File: src/rtl/sat_problem_loader_if.sv
// sat_problem_loader_if: tagged host word stream (valid/ready) feeding the problem loader
//  valid/ready : transfer handshake, a word moves when both are high
//  tag         : 00 ATT, 01 CT, 10 UCB, 11 END
//  addr/data   : table address and LSB-aligned payload
interface sat_problem_loader_if #(
  parameter int AW = 13,
  parameter int DW = 480
) ();
  logic          valid;
  logic          ready;
  logic [1:0]    tag;
  logic [AW-1:0] addr;
  logic [DW-1:0] data;
  modport master (output valid, tag, addr, data, input ready);
  modport slave  (input valid, tag, addr, data, output ready);
endinterface

File: src/rtl/sat_problem_loader.sv
// sat_problem_loader: bounds-checks a tagged host word stream and forwards it to the ATT/CT/UCB load channels, then sequences start/start_run/done
//  clk, rst         : clock, synchronous active-high reset
//  cmd_start_i      : begin a load/run session (honoured only when idle)
//  host             : tagged word stream, ready only while loading
//  ctl_*            : start pulse, start_run level, load_done/done from the controller
//  att_*/ct_*/ucb_* : one-cycle registered table writes
//  ucb_count_o      : forwarded UCB words (saturating), err_o sticky range error
//  busy_o, run_done_o : session active, run completion pulse
module sat_problem_loader #(
  parameter int NSAT                  = 3,
  parameter int NUM_VARIABLES         = 2048,
  parameter int MAX_CLAUSE_MEMBERSHIP = 20,
  parameter int UCB_DEPTH             = 2048,
  localparam int VAW      = $clog2(NUM_VARIABLES),
  localparam int LAW      = VAW + 1,
  localparam int CT_WIDTH = LAW * (NSAT - 1) * MAX_CLAUSE_MEMBERSHIP,
  localparam int UAW      = $clog2(UCB_DEPTH),
  localparam int ATT_DW   = VAW + MAX_CLAUSE_MEMBERSHIP,
  localparam int UCB_DW   = NSAT * LAW
) (
  input  logic                 clk,
  input  logic                 rst,
  input  logic                 cmd_start_i,
  sat_problem_loader_if.slave  host,
  output logic                 ctl_start_o,
  output logic                 ctl_start_run_o,
  input  logic                 ctl_load_done_i,
  input  logic                 ctl_done_i,
  output logic                 att_valid_o,
  output logic [LAW:0]         att_addr_o,
  output logic [ATT_DW-1:0]    att_data_o,
  output logic                 ct_valid_o,
  output logic [VAW-1:0]       ct_addr_o,
  output logic [CT_WIDTH-1:0]  ct_data_o,
  output logic                 ucb_valid_o,
  output logic [UAW-1:0]       ucb_addr_o,
  output logic [UCB_DW-1:0]    ucb_data_o,
  output logic [UAW:0]         ucb_count_o,
  output logic                 err_o,
  output logic                 busy_o,
  output logic                 run_done_o
);
  typedef enum logic [2:0] {IDLE, ARM, LOAD, DRAIN, RELEASE, WAIT_RUN} state_t;
  state_t state, state_nxt;
  logic xfer, att_ok, ct_ok, ucb_ok, bad;
  assign host.ready      = state == LOAD;
  assign ctl_start_o     = state == ARM;
  assign ctl_start_run_o = state == RELEASE;
  assign busy_o          = state != IDLE;
  assign xfer   = host.valid && host.ready;
  assign att_ok = xfer && host.tag == 2'd0 && 32'(host.addr) < 2 * NUM_VARIABLES;
  assign ct_ok  = xfer && host.tag == 2'd1 && 32'(host.addr) < NUM_VARIABLES;
  assign ucb_ok = xfer && host.tag == 2'd2 && 32'(host.addr) < UCB_DEPTH;
  // END is never range-checked; any other tag that failed its check is a dropped word
  assign bad    = xfer && host.tag != 2'd3 && !(att_ok || ct_ok || ucb_ok);
  always_ff @(posedge clk)
    if (rst) state <= IDLE;
    else     state <= state_nxt;
  always_comb begin
    state_nxt = state;
    unique case (state)
      IDLE:     state_nxt = cmd_start_i ? ARM : IDLE;
      ARM:      state_nxt = LOAD;
      LOAD:     state_nxt = (xfer && host.tag == 2'd3) ? DRAIN : LOAD;
      DRAIN:    state_nxt = RELEASE;
      RELEASE:  state_nxt = ctl_load_done_i ? WAIT_RUN : RELEASE;
      WAIT_RUN: state_nxt = ctl_done_i ? IDLE : WAIT_RUN;
      default:  state_nxt = IDLE;
    endcase
  end
  // Write channels are zeroed whenever their valid is low so idle buses stay quiet
  always_ff @(posedge clk)
    if (rst) begin
      att_valid_o <= 1'b0;
      att_addr_o  <= '0;
      att_data_o  <= '0;
      ct_valid_o  <= 1'b0;
      ct_addr_o   <= '0;
      ct_data_o   <= '0;
      ucb_valid_o <= 1'b0;
      ucb_addr_o  <= '0;
      ucb_data_o  <= '0;
      ucb_count_o <= '0;
      err_o       <= 1'b0;
      run_done_o  <= 1'b0;
    end else begin
      att_valid_o <= att_ok;
      att_addr_o  <= att_ok ? host.addr : '0;
      att_data_o  <= att_ok ? host.data[ATT_DW-1:0] : '0;
      ct_valid_o  <= ct_ok;
      ct_addr_o   <= ct_ok ? host.addr[VAW-1:0] : '0;
      ct_data_o   <= ct_ok ? host.data[CT_WIDTH-1:0] : '0;
      ucb_valid_o <= ucb_ok;
      ucb_addr_o  <= ucb_ok ? host.addr[UAW-1:0] : '0;
      ucb_data_o  <= ucb_ok ? host.data[UCB_DW-1:0] : '0;
      ucb_count_o <= state == ARM ? '0 :
                     (ucb_ok && ucb_count_o != (UAW+1)'(UCB_DEPTH)) ? ucb_count_o + (UAW+1)'(1) : ucb_count_o;
      err_o       <= state == ARM ? 1'b0 : err_o | bad;
      run_done_o  <= state == WAIT_RUN && ctl_done_i;
    end
endmodule

File: src/flat_wrapper.sv
// flat-port wrapper written by rule: the top's interface ports become plain ports
module sat_problem_loader_flat 
#(
  parameter int NSAT                  = 3,
  parameter int NUM_VARIABLES         = 2048,
  parameter int MAX_CLAUSE_MEMBERSHIP = 20,
  parameter int UCB_DEPTH             = 2048,
  localparam int VAW      = $clog2(NUM_VARIABLES),
  localparam int LAW      = VAW + 1,
  localparam int CT_WIDTH = LAW * (NSAT - 1) * MAX_CLAUSE_MEMBERSHIP,
  localparam int UAW      = $clog2(UCB_DEPTH),
  localparam int ATT_DW   = VAW + MAX_CLAUSE_MEMBERSHIP,
  localparam int UCB_DW   = NSAT * LAW
)
  (clk, rst, cmd_start_i, ctl_start_o, ctl_start_run_o, ctl_load_done_i, ctl_done_i, att_valid_o, att_addr_o, att_data_o, ct_valid_o, ct_addr_o, ct_data_o, ucb_valid_o, ucb_addr_o, ucb_data_o, ucb_count_o, err_o, busy_o, run_done_o, host_valid, host_tag, host_addr, host_data, host_ready);
  sat_problem_loader_if #(.AW(13), .DW(480)) host_i ();
  input  logic clk;
  input  logic rst;
  input  logic cmd_start_i;
  output logic ctl_start_o;
  output logic ctl_start_run_o;
  input  logic ctl_load_done_i;
  input  logic ctl_done_i;
  output logic att_valid_o;
  output logic [LAW:0] att_addr_o;
  output logic [ATT_DW-1:0] att_data_o;
  output logic ct_valid_o;
  output logic [VAW-1:0] ct_addr_o;
  output logic [CT_WIDTH-1:0] ct_data_o;
  output logic ucb_valid_o;
  output logic [UAW-1:0] ucb_addr_o;
  output logic [UCB_DW-1:0] ucb_data_o;
  output logic [UAW:0] ucb_count_o;
  output logic err_o;
  output logic busy_o;
  output logic run_done_o;
  input wire logic [$bits(host_i.valid)-1:0] host_valid;
  input wire logic [$bits(host_i.tag)-1:0] host_tag;
  input wire logic [$bits(host_i.addr)-1:0] host_addr;
  input wire logic [$bits(host_i.data)-1:0] host_data;
  output wire logic [$bits(host_i.ready)-1:0] host_ready;
  assign host_i.valid = host_valid;
  assign host_i.tag = host_tag;
  assign host_i.addr = host_addr;
  assign host_i.data = host_data;
  assign host_ready = host_i.ready;
  sat_problem_loader #(.NSAT(NSAT), .NUM_VARIABLES(NUM_VARIABLES), .MAX_CLAUSE_MEMBERSHIP(MAX_CLAUSE_MEMBERSHIP), .UCB_DEPTH(UCB_DEPTH)) u_core (.clk(clk), .rst(rst), .cmd_start_i(cmd_start_i), .host(host_i), .ctl_start_o(ctl_start_o), .ctl_start_run_o(ctl_start_run_o), .ctl_load_done_i(ctl_load_done_i), .ctl_done_i(ctl_done_i), .att_valid_o(att_valid_o), .att_addr_o(att_addr_o), .att_data_o(att_data_o), .ct_valid_o(ct_valid_o), .ct_addr_o(ct_addr_o), .ct_data_o(ct_data_o), .ucb_valid_o(ucb_valid_o), .ucb_addr_o(ucb_addr_o), .ucb_data_o(ucb_data_o), .ucb_count_o(ucb_count_o), .err_o(err_o), .busy_o(busy_o), .run_done_o(run_done_o));
endmodule
File: config.mk
export PLATFORM = sky130hd
export DESIGN_NAME = sat_problem_loader_flat
export DESIGN_NICKNAME = d
export VERILOG_FILES = /design/src/rtl/sat_problem_loader_if.sv /design/src/rtl/sat_problem_loader.sv /design/src/flat_wrapper.sv
export SDC_FILE = /design/constraint.sdc
export NUM_CORES = 1
export LEC_CHECK = 0
export CAP_MARGIN = 20
export CORE_AREA = 4 4 423 425
export DETAILED_ROUTE_END_ITERATION = 7
export DIE_AREA = 0 0 427 429
export GPL_TIMING_DRIVEN = 0
export MAX_ROUTING_LAYER = met4
export PLACE_DENSITY = 0.3
export SYNTH_ARGS = -nofsm -noshare
export SYNTH_HDL_FRONTEND = slang
export SYNTH_SLANG_ARGS = --single-unit
File: constraint.sdc
create_clock -name clk -period 3 [get_ports clk]
set_clock_uncertainty 0.15 [all_clocks]
set_input_delay 0.3 -clock clk [delete_from_list [all_inputs] [get_ports clk]]
set_output_delay 0.3 -clock clk [all_outputs]
set_load 0.05 [all_outputs]
==> results of run 1 <==
logic make-up after synthesis:
group	share of synthesized area (%)
AOI/OAI and AO/OA	1.12
adders and majority gates	0.151
buffers and inverters	2.15
DFF	72.5
muxes	0.0602
other	0.0226
and+or+nand+nor	24.0
synth_stat cells:
| master | n |
|---|---|
| dfxtp_1 | 602 |
| and2_1 | 581 |
| clkbuf_2 | 48 |
| a21oi_1 | 13 |
| clkbuf_1 | 12 |
| o31ai_1 | 9 |
| or4_1 | 9 |
| nand2_1 | 8 |
| nand3_1 | 8 |
| nor2_1 | 7 |
| buf_4 | 5 |
| nor3_1 | 5 |
| buf_2 | 4 |
| inv_1 | 4 |
| o21ai_0 | 4 |
| nand4_1 | 3 |
| or3_1 | 3 |
| and3_1 | 2 |
| and4_1 | 2 |
| ha_1 | 2 |
| nand2b_1 | 2 |
| nor4b_1 | 2 |
| or2_2 | 2 |
| a31oi_1 | 1 |
| a41oi_1 | 1 |
| and3b_1 | 1 |
| conb_1 | 1 |
| mux2i_1 | 1 |
| nor2b_1 | 1 |
| nor3b_1 | 1 |
| nor3b_4 | 1 |
| nor4bb_1 | 1 |
| o22a_1 | 1 |
| o32a_1 | 1 |
final cells by class:
| type | count | area [µm²] |
|---|---|---|
| diodes | 42 | 105 |
| fillers | 19241 | 138000 |
| flip-flops and latches | 602 | 12100 |
| multi-input cells | 673 | 4220 |
| repair buffers | 1518 | 15200 |
| well taps | 2340 | 2930 |
| inverters | 4 | 15.0 |
| plain buffers | 69 | 359 |
| clock buffers | 119 | 2390 |
| clock inverters | 30 | 404 |
flip-flops by register name, indices dropped and copies added, names as in the netlist:
register and flops:
u_core.att_data_o 31, u_core.ucb_addr_o 11, u_core.ct_data_o 480, u_core.ct_valid_o 1, u_core.ct_addr_o 11, u_core.ucb_data_o 36, u_core.state 3, u_core.ucb_count_o 12
u_core.err_o 1, u_core.att_addr_o 13, u_core.run_done_o 1, u_core.ucb_valid_o 1, u_core.att_valid_o 1
per-layer routing:
layer / wire, µm / part of all wire (%) / vias to the layer above / track usage (%)
met1: 41100 / 35 / 7099 / 12.5
met3: 10300 / 8.9 / 197 / 4.74
li1: - / - / 7453 / -
met2: 60500 / 52 / 683 / 22.6
met4: 4580 / 3.9 / 0 / 4.57
met5: 0 / 0 / - / -
repair_timing:
action / in CTS / in global routing
gates resized for setup: 7 / 1
setup endpoints to repair: 256 / 1
setup buffers: 3 / 0
gates cloned: 0 / 0
pin swaps: 1 / 0
hold endpoints to repair: 444 / 0
hold buffers: 411 / 0
critical path, cell delays in order (launching register included):
cell and delay [ns]:
dfxtp_1 0.29, buf_2 0.17, nor3b_4 0.29, nand2_1 0.18, nor4bb_1 0.33, buf_4 0.26, buf_4 0.20, buf_4 0.23
clkbuf_2 0.27, and2_1 0.32
power by group:
group | leakage, nW | internal, W | switching, W
combinational | 7.93 | 0.000964 | 0.000394
sequential | 4.85 | 0.00801 | 0.00000575
clock | 1.37 | 0.00610 | 0.00418
layout by cell type (no fill, tap or decap), types with 2 or more instances in the layout:
cell type        Yosys  layout
nand2b_1             2       2
nor4b_1              2       2
dfxtp_1            602     602
or2_2                2       2
nand2_1              8       8
nor2_1               7       7
and4_1               2       2
buf_4                5       8
clkbuf_2            48      44
and3_1               2       2
nor3_1               5       4
ha_1                 2       2
clkbuf_16            0      84
inv_16               0       2
a21oi_1             13      13
dlygate4sd3_1        0     411
clkinvlp_4           0       3
and2_1             581     581
nand4_1              3       3
or4_1                9       9
nand3_1              8       8
o21ai_0              4       4
clkinv_8             0       2
buf_2                4       3
clkinv_2             0      11
clkbuf_4             0       5
o31ai_1              9       9
bufinv_16            0       6
clkbuf_1            12      30
or3_1                3       3
clkdlybuf4s50_1      0    1102
diode_2              0      42
clkbuf_8             0      16
inv_1                4       4
clkinv_4             0       4
path summary, 6_finish.rpt:
check             slack, ns                          endpoint                       start
setup / recovery       0.17  u_core.ct_data_o[365]$_SDFF_PP0_  u_core.state[2]$_SDFF_PP0_
hold / removal         0.08  u_core.ct_data_o[470]$_SDFF_PP0_              host_data[470]
setup reg to reg       0.17  u_core.ct_data_o[365]$_SDFF_PP0_  u_core.state[2]$_SDFF_PP0_
hold reg to reg        0.33           u_core.err_o$_SDFF_PP0_     u_core.err_o$_SDFF_PP0_
stage by stage:
step | TNS [ns] | std cells
floorplan | 0 | 1348
finish | 0 | 5397
global placement | -94.18 | 4791
CTS | 0 | 5355
global route | 0 | 5388
detailed placement | -36.24 | 4792
==> flow_summary_export.csv, run 1 <==
group,metric,value,unit
run_status,status,"finished, final reports clean",
placement,dp_worst_setup_slack,-0.393,ns
setup_path,worst-path-max-fanout,10,
finish,drive_above_1_share,6.50,%
route,final_antenna_net_count,0,
logic_synthesis,ys_ff_latch,602,
setup_path,r2r_cells,9,
route,detail_route.vias_per_cell,2.86,
sta,hold_viol,0,
grt,overflow,0,
finish,nNetsFinal,3454,
floorplan,coreArea,0.175,mm²
clocking,root_buffer,"clkbuf_16",
route,vias,15432,
min_path,hp-class,"in2reg",
route,first_iter_violations,441,
logic_synthesis,ys_warn_count,0,
clocking,insertion_delay,0.70,ns
grt,antenna_found_initial,76,
grt,grt.total_usage,12.7,%
sta,fin_ws,0.172,ns
logic_synthesis,yosysSeqAreaShare,72.5,%
logic_synthesis,syn-instance-count,1348,
sta,maxSlewHeadroom,38.5,%
power,finalPower,0.0196,W
route,wl_per_cell,21.6,µm
finish,final_util,21.5,%
run,drv_cap,0,
route,dr.pass1.iters,4,
sta,rsz0062_at_grt,"no",
logic_synthesis,syn_nets,1851,
route,drt_wl_total,116000,µm
clocking,path_clk_slew,0.06,ns
sta,fmax,0.354,GHz
power,leakage,14.1,nW
sta,worst_pin_slew,0.919,ns
setup_path,critical_path_class,"reg2reg",
logic_synthesis,synth_top_area_share,72.5,%
setup_path,crit_arrival,3.27,ns
floorplan,fp.dieW,427,µm
floorplan,fp-row-count,154,
clocking,cts.path.max_buffers,3,
grt,grt_max_degree,13,
logic_synthesis,syn_area,0.0166,mm²
sta,setup_viol_count_final,0,
placement,portBuffers,1103,
logic_synthesis,synth.largest_area_cell,"dfxtp_1",
grt,grt_pass1_vias,16735,
floorplan,io_pins,1104,
floorplan,initial_core_util,9.48,%
placement,placed_area,0.0306,mm²
setup_path,cp-start-kind,"register",
finish,layout-area-overhead-vs-synth,127,%
logic_synthesis,synth.distinct_cells,34,
power,power_density,522,mW/mm²
power,ir_drop,404,µV
sta,period_share,94.3,%
setup_path,critPathCaptureType,"register",
clocking,htree_num_levels,3,
setup_path,cp_data_required_time,3.44,ns
clocking,cts_tree,"built",
floorplan,die_h,429,µm
min_path,min_path_cells,2,
sta,slew_violations,0,
placement,dp_hpwl,97100,µm
sta,fin_crit,2.83,ns
finish,fin_area,0.0377,mm²
grt,grt_pass1_wl,151000,µm
clocking,cts_sinks,602,
logic_synthesis,synth_area_leaders,"dfxtp_1 (73%), and2_1 (22%), clkbuf_2 (1.4%)",
placement,gp_congestion,0.839,
route,remaining_drc_errors,0,
sta,whs,0.0830,ns
clocking,cts_inserted_buffers,83,
floorplan,die-area,0.183,mm²
logic_synthesis,synth_area_per_cell,12.3,µm²
No activity file was read; power rests on OpenSTA's default activity.
==> inputs of run 2 (changes only) <==
- clock period: 3 -> 3.4 ns (I/O delays scaled with it)
==> flow_summary_export.csv, run 2 (synthesis gave the netlist of run 1 again) <==
group,metric,value,unit
min_path,min_to,"u_core.ct_data_o[50]$_SDFF_PP0_",
sta,setup_viol_count_final,0,
finish,mostFrequentLayoutCells,"clkdlybuf4s50_1 (1103), dfxtp_1 (602), and2_1 (581)",
sta,worst_pin_slew,0.941,ns
finish,largest_reg_flops,480,
route,remaining_drc_errors,0,
floorplan,fp.dieW,427,µm
setup_path,critPathCaptureType,"register",
placement,dp_worst_setup_slack,-0.0329,ns
setup_path,worst-path-max-fanout,10,
min_path,min_path_cells,2,
clocking,htree_num_levels,3,
grt,grt_max_degree,13,
setup_path,critical_path_class,"reg2reg",
placement,dp_hpwl,97100,µm
finish,fin_area,0.0368,mm²
grt,overflow,0,
floorplan,coreArea,0.175,mm²
sta,period_share,91.2,%
setup_path,cp_data_required_time,3.82,ns
clocking,cts_sinks,602,
setup_path,crit_arrival,3.52,ns
sta,fin_ws,0.300,ns
power,power_density,469,mW/mm²
sta,hold_viol,0,
route,final_antenna_net_count,0,
route,drt_wl_total,116000,µm
grt,grt_pass1_vias,16304,
setup_path,reg2reg_to,"u_core.ct_data_o[258]$_SDFF_PP0_",
sta,fmax,0.323,GHz
clocking,cts_tree,"built",
floorplan,fp-row-count,154,
power,leakage,13.8,nW
min_path,hold_start,"host_data[50]",
setup_path,reg2reg_from,"u_core.state[0]$_SDFF_PP0_",
sta,rsz0062_at_grt,"no",
clocking,cts_inserted_buffers,83,
power,ir_drop,357,µV
setup_path,r2r_slack,0.30,ns
floorplan,io_pins,1104,
finish,layout-area-overhead-vs-synth,121,%
floorplan,initial_core_util,9.48,%
placement,gp_congestion,0.839,
sta,fin_crit,3.10,ns
setup_path,crit_path_cell_trace,"buf_2 > nor3b_4 > nand2_1 > nor4bb_1 > clkbuf_4 > buf_4 > clkbuf_2 > and2_1",
placement,portBuffers,1103,
setup_path,slowest_delay,0.40,ns
run_status,status,"finished, final reports clean",
grt,antenna_found_initial,83,
finish,regMostFlops,"u_core.ct_data_o",
route,first_iter_violations,466,
route,vias,15127,
clocking,cts.repair_timing.setup_buffer_count,0,
setup_path,cp-start-kind,"register",
route,detail_route.vias_per_cell,2.85,
clocking,root_buffer,"clkbuf_16",
sta,maxSlewHeadroom,37.1,%
route,wl_per_cell,21.9,µm
setup_path,r2r_cells,8,
grt,grt.total_usage,12.6,%
sta,slew_violations,0,
run,drv_cap,0,
floorplan,die_h,429,µm
placement,placed_area,0.0306,mm²
grt,grt_pass1_wl,150000,µm
min_path,hp-class,"in2reg",
setup_path,slowest_stage,"clkbuf_4",
clocking,path_clk_slew,0.06,ns
finish,nNetsFinal,3367,
route,dr.pass1.iters,4,
finish,reg_top3,"u_core.ct_data_o x480, u_core.ucb_data_o x36, u_core.att_data_o x31",
floorplan,die-area,0.183,mm²
finish,final_common_cell,"clkdlybuf4s50_1",
finish,drive_above_1_share,6.56,%
clocking,cts.path.max_buffers,3,
clocking,insertion_delay,0.71,ns
[run 2: cell count changes in the layout (fill, tap and decap cells not counted), sizes merged]
cell,change
dlygate4sd3,-84
diode,+5
buf,-4
clkbuf,+1
clkdlybuf4s50,+1
dlymetal6s2s,-1
[run 2: report_power, final]
group / switching, W / total, W / internal [W] / leakage, nW
clock network: 0.00368 / 0.00906 / 0.00538 / 1.37
registers: 0.00000502 / 0.00707 / 0.00707 / 4.85
logic: 0.000319 / 0.00111 / 0.000786 / 7.54
total: 0.00401 / 0.0172 / 0.0132 / 13.8
[run 2: what timing repair did]
item,in CTS,in global routing
endpoints found under the hold margin,329,0
hold buffers,327,0
endpoints found under the setup margin,0,3
gates resized for setup,0,1
[run 2: per-layer routing]
metal	track usage [%]	vias up	share of wire (%)
met1	12.3	6969	35
li1	-	7291	-
met2	22.4	678	52
met3	4.97	189	8.9
met4	4.83	0	3.8
met5	-	-	0
[run 2: final cells by class]
cell class,instances,area (µm²)
antenna,47,118
buffer,69,345
clock buffer,119,2390
clock inverter,30,404
fill,19270,139000
inverter,4,15.0
multi-input combinational,673,4220
sequential,602,12100
tap,2340,2930
timing repair buffer,1431,14300
[run 2: worst max path at each step]
stage,from,end,slack (ns),cells past startpoint
after floorplan,u_core.state[0]$_SDFF_PP0_,u_core.err_o$_SDFF_PP0_,0.74,5
after global placement,rst,u_core.att_addr_o[7]$_SDFF_PP0_,-1.14,5
after detailed placement,rst,u_core.ct_data_o[213]$_SDFF_PP0_,-0.03,7
after CTS,u_core.state[0]$_SDFF_PP0_,u_core.ct_data_o[213]$_SDFF_PP0_,0.04,8
after global routing,u_core.state[0]$_SDFF_PP0_,u_core.ucb_data_o[21]$_SDFF_PP0_,0.04,7
final,u_core.state[0]$_SDFF_PP0_,u_core.ct_data_o[258]$_SDFF_PP0_,0.30,8
[run 2: stage by stage]
stage | cells | setup TNS [ns] | util (%) | hold slack [ns] | power [W]
2_1_floorplan | 1348 | 0 | - | 0.262 | 0.00731
3_3_place_gp | 4791 | -44.37 | 17.4 | 0.324 | 0.00799
3_5_place_dp | 4792 | -0.195 | 17.5 | 0.326 | 0.00799
4_1_cts | 5268 | 0 | 20.9 | 0.00216 | 0.0178
5_1_grt | 5305 | 0 | 21.0 | 0.0181 | 0.0180
6_report | 5315 | 0 | 21.0 | 0.0782 | 0.0172
[run 2: critical path, delay by kind of cell, from the launching register on]
kind	cells	cell delay, ns
AND/OR/NAND/NOR	4	1.25
flip-flops	1	0.29
buffers and inverters	4	1.21
